$ cat config.mk
export PLATFORM = sky130hd
export DESIGN_NAME = mc68681_tx_channel_flat
export DESIGN_NICKNAME = d
export VERILOG_FILES = /design/src/rtl/mc68681_tx_channel_if.sv /design/src/rtl/mc68681_tx_channel.sv /design/src/flat_wrapper.sv
export SDC_FILE = /design/constraint.sdc
export NUM_CORES = 1
export LEC_CHECK = 0
export CAP_MARGIN = 20
export CORE_AREA = 5 5 85 87
export DETAILED_ROUTE_END_ITERATION = 10
export DIE_AREA = 0 0 90 92
export PLACE_DENSITY = 0.56
export SKIP_LAST_GASP = 1
export SYNTH_ARGS = -nofsm -noshare
export SYNTH_HDL_FRONTEND = slang
export SYNTH_SLANG_ARGS = --single-unit
export TNS_END_PERCENT = 50
$ cat constraint.sdc
create_clock -name CLK -period 3.4 [get_ports CLK]
set_clock_uncertainty 0.05 [all_clocks]
set_input_delay 0.85 -clock CLK [delete_from_list [all_inputs] [get_ports CLK]]
set_output_delay 0.85 -clock CLK [all_outputs]
set_load 0.03 [all_outputs]
$ cat src/rtl/mc68681_tx_channel_if.sv
// Host bus bundle for one MC68681 transmit channel: chip select, direction,
// register address, write data and combinational read data.
interface mc68681_tx_channel_if;
  logic       CS;
  logic       R_W;
  logic       A1;
  logic       A0;
  logic [7:0] DATA;
  logic [7:0] DATA_OUT;

  modport master (output CS, R_W, A1, A0, DATA, input DATA_OUT);
  modport slave  (input CS, R_W, A1, A0, DATA, output DATA_OUT);
endinterface

$ cat src/rtl/mc68681_tx_channel.sv
// MC68681 DUART transmit channel: register decode, THR and 16x-tick frame serialiser.
// Break control (command bits 3/4) is built only when MC68681_TX_BREAK_EN is defined.
module mc68681_tx_channel (
  input  logic                CLK,
  input  logic                _RESET,
  mc68681_tx_channel_if.slave bus,
  input  logic                BAUD_TICK,
  output logic                TXD,
  output logic                TxRDY,
  output logic                TxEMT
);

  typedef enum logic [2:0] {
    S_IDLE   = 3'd0,
    S_START  = 3'd1,
    S_DATA   = 3'd2,
    S_PARITY = 3'd3,
    S_STOP   = 3'd4,
    S_BREAK  = 3'd5,
    S_BRKEND = 3'd6
  } state_t;

  state_t     state_q, state_d;
  logic       csPrev_q;
  logic [4:0] mr_q, mr_d;
  logic       enabled_q, enabled_d;
  logic       thrFull_q, thrFull_d;
  logic [7:0] thr_q, thr_d;
  logic [7:0] shift_q, shift_d;
  logic [4:0] tickCnt_q, tickCnt_d;
  logic [2:0] bitCnt_q, bitCnt_d;
  logic [1:0] len_q, len_d;
  logic       parEn_q, parEn_d;
  logic       parOdd_q, parOdd_d;
  logic       stop2_q, stop2_d;
  logic       parAcc_q, parAcc_d;
`ifdef MC68681_TX_BREAK_EN
  logic       breakReq_q, breakReq_d;
`endif

  logic access, wrMode, wrCmd, wrThr, cmdReset, canLoad, tickEnd, stopEnd, load;

  // A held CS only acts on its first clock.
  assign access   = bus.CS && !csPrev_q;
  assign wrMode   = access && !bus.R_W && !bus.A1 && !bus.A0;
  assign wrCmd    = access && !bus.R_W &&  bus.A1 && !bus.A0;
  assign wrThr    = access && !bus.R_W &&  bus.A1 &&  bus.A0;
  assign cmdReset = wrCmd && bus.DATA[2];
  assign canLoad  = thrFull_q && enabled_q;
  assign tickEnd  = (tickCnt_q == 5'd15);
  assign stopEnd  = stop2_q ? (tickCnt_q == 5'd31) : tickEnd;

  assign TxRDY = enabled_q && !thrFull_q;
  assign TxEMT = enabled_q && !thrFull_q && (state_q == S_IDLE);

  always_comb begin
    bus.DATA_OUT = 8'h00;
    if (bus.CS && bus.R_W) begin
      if (!bus.A1 && !bus.A0)     bus.DATA_OUT = {3'b000, mr_q};
      else if (bus.A1 && !bus.A0) bus.DATA_OUT = {4'b0000, TxEMT, TxRDY, 2'b00};
    end
  end

  always_comb begin
    case (state_q)
      S_START, S_BREAK: TXD = 1'b0;
      S_DATA:           TXD = shift_q[0];
      S_PARITY:         TXD = parAcc_q ^ parOdd_q;
      default:          TXD = 1'b1;
    endcase
  end

  always_comb begin
    state_d   = state_q;
    mr_d      = mr_q;
    enabled_d = enabled_q;
    thrFull_d = thrFull_q;
    thr_d     = thr_q;
    shift_d   = shift_q;
    tickCnt_d = tickCnt_q;
    bitCnt_d  = bitCnt_q;
    len_d     = len_q;
    parEn_d   = parEn_q;
    parOdd_d  = parOdd_q;
    stop2_d   = stop2_q;
    parAcc_d  = parAcc_q;
`ifdef MC68681_TX_BREAK_EN
    breakReq_d = breakReq_q;
`endif
    load      = 1'b0;

    if (wrMode) mr_d = bus.DATA[4:0];
    if (wrCmd) begin
      if (bus.DATA[1])      enabled_d = 1'b0;
      else if (bus.DATA[0]) enabled_d = 1'b1;
    end

    if (BAUD_TICK) begin
      case (state_q)
        S_IDLE: begin
          if (canLoad) load = 1'b1;
`ifdef MC68681_TX_BREAK_EN
          if (breakReq_q) begin
            load    = 1'b0;
            state_d = S_BREAK;
          end
`endif
        end
        S_START: begin
          tickCnt_d = tickCnt_q + 5'd1;
          if (tickEnd) begin
            tickCnt_d = 5'd0;
            state_d   = S_DATA;
          end
        end
        S_DATA: begin
          tickCnt_d = tickCnt_q + 5'd1;
          if (tickEnd) begin
            tickCnt_d = 5'd0;
            parAcc_d  = parAcc_q ^ shift_q[0];
            shift_d   = {1'b0, shift_q[7:1]};
            bitCnt_d  = bitCnt_q + 3'd1;
            if (bitCnt_q == ({1'b0, len_q} + 3'd4))
              state_d = parEn_q ? S_PARITY : S_STOP;
          end
        end
        S_PARITY: begin
          tickCnt_d = tickCnt_q + 5'd1;
          if (tickEnd) begin
            tickCnt_d = 5'd0;
            state_d   = S_STOP;
          end
        end
        S_STOP: begin
          tickCnt_d = tickCnt_q + 5'd1;
          if (stopEnd) begin
            tickCnt_d = 5'd0;
            state_d   = S_IDLE;
            if (canLoad) load = 1'b1;
`ifdef MC68681_TX_BREAK_EN
            if (breakReq_q) begin
              load    = 1'b0;
              state_d = S_BREAK;
            end
`endif
          end
        end
`ifdef MC68681_TX_BREAK_EN
        S_BRKEND: begin
          tickCnt_d = tickCnt_q + 5'd1;
          if (tickEnd) begin
            tickCnt_d = 5'd0;
            state_d   = S_IDLE;
          end
        end
`endif
        default: ;
      endcase
    end

`ifdef MC68681_TX_BREAK_EN
    // Stop break leaves BREAK at once so the 16-tick mark starts counting immediately.
    if (wrCmd && bus.DATA[4]) begin
      breakReq_d = 1'b0;
      if (state_q == S_BREAK) begin
        state_d   = S_BRKEND;
        tickCnt_d = 5'd0;
      end
    end else if (wrCmd && bus.DATA[3]) begin
      breakReq_d = 1'b1;
    end
`endif

    // Frame format is frozen at load so MR writes only affect the next character.
    if (load) begin
      state_d   = S_START;
      tickCnt_d = 5'd0;
      bitCnt_d  = 3'd0;
      shift_d   = thr_q;
      len_d     = mr_q[1:0];
      parEn_d   = mr_q[2];
      parOdd_d  = mr_q[3];
      stop2_d   = mr_q[4];
      parAcc_d  = 1'b0;
      thrFull_d = 1'b0;
    end

    if (wrThr && enabled_q) begin
      thr_d     = bus.DATA;
      thrFull_d = 1'b1;
    end

    if (cmdReset) begin
      state_d   = S_IDLE;
      tickCnt_d = 5'd0;
      thrFull_d = 1'b0;
      enabled_d = 1'b0;
`ifdef MC68681_TX_BREAK_EN
      breakReq_d = 1'b0;
`endif
    end
  end

  always_ff @(posedge CLK or negedge _RESET) begin
    if (!_RESET) begin
      state_q   <= S_IDLE;
      csPrev_q  <= 1'b0;
      mr_q      <= 5'b00011;
      enabled_q <= 1'b0;
      thrFull_q <= 1'b0;
      thr_q     <= 8'h00;
      shift_q   <= 8'h00;
      tickCnt_q <= 5'd0;
      bitCnt_q  <= 3'd0;
      len_q     <= 2'd3;
      parEn_q   <= 1'b0;
      parOdd_q  <= 1'b0;
      stop2_q   <= 1'b0;
      parAcc_q  <= 1'b0;
`ifdef MC68681_TX_BREAK_EN
      breakReq_q <= 1'b0;
`endif
    end else begin
      state_q   <= state_d;
      csPrev_q  <= bus.CS;
      mr_q      <= mr_d;
      enabled_q <= enabled_d;
      thrFull_q <= thrFull_d;
      thr_q     <= thr_d;
      shift_q   <= shift_d;
      tickCnt_q <= tickCnt_d;
      bitCnt_q  <= bitCnt_d;
      len_q     <= len_d;
      parEn_q   <= parEn_d;
      parOdd_q  <= parOdd_d;
      stop2_q   <= stop2_d;
      parAcc_q  <= parAcc_d;
`ifdef MC68681_TX_BREAK_EN
      breakReq_q <= breakReq_d;
`endif
    end
  end

endmodule

$ cat src/flat_wrapper.sv
// flat-port wrapper written by rule: the top's interface ports become plain ports
module mc68681_tx_channel_flat 
  (CLK, _RESET, BAUD_TICK, TXD, TxRDY, TxEMT, bus_CS, bus_R_W, bus_A1, bus_A0, bus_DATA, bus_DATA_OUT);
  mc68681_tx_channel_if bus_i ();
  input  logic CLK;
  input  logic _RESET;
  input  logic BAUD_TICK;
  output logic TXD;
  output logic TxRDY;
  output logic TxEMT;
  input wire logic [$bits(bus_i.CS)-1:0] bus_CS;
  input wire logic [$bits(bus_i.R_W)-1:0] bus_R_W;
  input wire logic [$bits(bus_i.A1)-1:0] bus_A1;
  input wire logic [$bits(bus_i.A0)-1:0] bus_A0;
  input wire logic [$bits(bus_i.DATA)-1:0] bus_DATA;
  output wire logic [$bits(bus_i.DATA_OUT)-1:0] bus_DATA_OUT;
  assign bus_i.CS = bus_CS;
  assign bus_i.R_W = bus_R_W;
  assign bus_i.A1 = bus_A1;
  assign bus_i.A0 = bus_A0;
  assign bus_i.DATA = bus_DATA;
  assign bus_DATA_OUT = bus_i.DATA_OUT;
  mc68681_tx_channel u_core (.CLK(CLK), ._RESET(_RESET), .bus(bus_i), .BAUD_TICK(BAUD_TICK), .TXD(TXD), .TxRDY(TxRDY), .TxEMT(TxEMT));
endmodule
==> key figures <==
Synth
  – Post-synthesis mux area share: 12.5%
  – Syn Inst Count: 207
  – Cell Area, Synth: 2150 um2
  – Async SR Flop Fraction: 100%
  – Seq/Total Area, Yosys: 47.9%
  – Cell taking the most area after synthesis: dfrtp_1
  – Ys Warns: 0
  – Synth Area in Adders: 2.91%
  – Synth Register Bits: 41
  – Synth Flop Type: dfrtp_1
  – Post-synthesis compound-gate area fraction: 11.5%
  – Avg Cell Area, Syn: 10.4 um2
  – Most frequent cell after synthesis: dfrtp_1
  – Yosys cell types: 49
  – Synth cell count leaders: 37 x dfrtp_1, 32 x nand2_1, 14 x mux2_2
  – Combinational family with the most area after synthesis: simple AND/OR/NAND/NOR gates
  – Synth Area in Simple Gates: 17.9%
  – Post-synth EDFFs: 0
  – Post-synthesis xor/xnor area fraction: 2.44%
  – Top post-synthesis cells by area: dfrtp_1 43%, mux2_2 7.3%, nand2_1 5.6%
  – Top-area cell type share of the netlist area: 43.0%

Timing
  – Final hold slack: 423 ps
  – Slew Viols, Final: 0
  – Setup violators final: 0
  – Fin Setup TNS: 0 ps
  – Max Clock Freq: 0.306 GHz
  – Least-Margin Pin Slew: 915 ps
  – Final period utilization: 96.0%
  – RSZ-0062 raised after global routing: false
  – Minimum clock period: 3260 ps
  – Max_slew headroom: 39.0%
  – Hold Fails Final Rpt: 0

Clock tree
  – H-tree levels: 2
  – Clock Path Buffers: 2
  – Clock Latency Late Sink: 290 ps
  – # Post-CTS Setup Buffers: 0
  – Clock Sinks: 41
  – Hold Buf Count CTS: 0
  – CTS tree: done
  – CTS Buf Count: 5
  – Post_cts resized: 0
  – Root buffer cell: clkbuf_8
  – Worst-path clk slew: 80 ps

Routing
  – DRC viols: 0
  – DR WL/cell: 14.2 um
  – Final antenna-violating net count: 0
  – First-pass DRT Iterations: 4
  – Initial drt markers: 88
  – Drt total wl: 4440 um
  – Vias: 1,600
  – Via density: 5.13

GRT
  – Initial antenna violation count: 0
  – Gr ovfl total: 0
  – Gr usage total: 11.5%
  – Vias in the first global route: 1,566
  – Largest net degree at the start of global routing: 42
  – First-pass GRT wire length: 7820 um

Die
  – Die area: 8280 um2
  – Initial Util: 34.3%
  – Rows: 29
  – Die width: 90 um
  – Core area: 6280 um2
  – I/O pin total: 26
  – Die Y-Extent: 92 um

Worst setup path
  – Reg-to-reg startpoint: u_core.tickCnt_q[0]$_DFFE_PN0P_
  – Crit path max fanout: 3
  – WP data required: 2500 ps
  – Arr. time, crit path: 2360 ps
  – Crit. End Element: output pin
  – R2R cell count: 8
  – Worst Setup Start Kind: primary input
  – Reg-to-reg slack, setup: 770 ps
  – Worst R2R End: u_core.tickCnt_q[3]$_DFFE_PN0P_
  – Worst Setup Path Type: in -> out

Pwr
  – Worst vdd ir: 0.292 mV
  – Power per cell area: 604 nW/um2
  – Leakage power: 1.15 nW

Hold path
  – Hold WC Path Type: reg -> reg
  – Worst hold path startpoint: u_core.len_q[0]$_DFFE_PN1P_
  – Worst Hold Depth: 2
  – Worst Hold End: u_core.len_q[0]$_DFFE_PN1P_

Layout
  – Antenna diodes: 0
  – Multi-input logic area: 1040 um2
  – Fill cells: 645
  – Share of post-route cells with drive strength above 1: 20.4%
  – Area delta synth->final: 19.7%
  – Fin nets: 254
  – Reg area: 1030 um2

Job
  – Max-cap viol count: 0

Placement
  – Hpwl dp: 3290 um
  – IO buf count: 22
  – RePlAce Congestion: 0.723

Outcome
  – Status: finished clean
==> worst max-delay path by stage <==
stage	depth (start not counted)	slack (ps)	endpoint	start
2_1_floorplan	5	140	bus_DATA_OUT[3]	u_core.state_q[0]$_DFFE_PN0P_
3_3_place_gp	4	150	bus_DATA_OUT[2]	bus_A0
3_5_place_dp	4	130	bus_DATA_OUT[3]	bus_A0
4_1_cts	4	130	bus_DATA_OUT[3]	bus_A0
5_1_grt	4	60	bus_DATA_OUT[3]	bus_A0
6_report	4	140	bus_DATA_OUT[3]	bus_A0
==> power by group <==
part,switching [mW],leakage [nW],internal (mW),total [mW]
Sequential,0.0761,0.528,0.593,0.669
Clock,0.177,0.0585,0.220,0.398
Combinational,0.267,0.562,0.223,0.489
==> layout by cell type (no fill, tap or decap), types with 3 or more instances in the layout <==
cell type	n
xor2_1	5
conb_1	3
mux2i_1	10
dfstp_2	4
nor3_1	3
clkbuf_8	5
nor2_1	10
nand3_1	5
and3_1	3
nand2_1	32
a21oi_1	4
dfrtp_1	37
clkdlybuf4s50_1	18
ha_1	5
mux2_2	14
and2_1	3
o21ai_2	4
o21ai_1	12
inv_1	7
buf_4	11
==> worst max-delay path, stage by stage <==
cell	delay [ps]
clkdlybuf4s50_1	460
nand3b_1	240
nor2_1	130
clkdlybuf4s50_1	670
==> metrics by stage <==
step	cell area [um2]	cells	util (%)	total power, mW	setup slack [ps]
6_report	2570	312	41.0	1.56	137
5_1_grt	2570	312	41.0	1.67	61.5
4_1_cts	2570	312	41.0	1.58	128
3_5_place_dp	2460	304	39.2	1.17	130
3_3_place_gp	2460	304	39.2	1.17	148
2_1_floorplan	2160	209	-	1.02	138
==> layout make-up <==
class | instances | share of cell area, %
Inverter | 7 | 1.02
Multi-Input combinational cell | 149 | 40.4
Clock buffer | 5 | 2.67
Tap cell | 77 | 3.74
Timing Repair Buffer | 30 | 10.4
Sequential cell | 41 | 40.0
Clock inverter | 3 | 1.70
==> logic make-up after synthesis <==
group           Yosys count
other cells               1
mux                      25
simple gates             74
buf+inv                  19
flops                    41
compound gates           36
fa+ha+maj                 5
xor+xnor                  6
==> routing by layer <==
metal / vias up / track usage [%] / part of all wire [%]
met4: 0 / 4.47 / 1.4
met3: 4 / 2.05 / 5.2
met1: 769 / 15.3 / 46
li1: 776 / - / -
met5: - / 0 / 0
met2: 51 / 18.7 / 48
==> flip-flops by register name (all words and copies together) (netlist names), 2 cells and up <==
signal            count
u_core.bitCnt_q       3
u_core.len_q          2
u_core.mr_q           5
u_core.shift_q        8
u_core.state_q        3
u_core.thr_q          8
u_core.tickCnt_q      5
(Power assumes the default switching activity.)
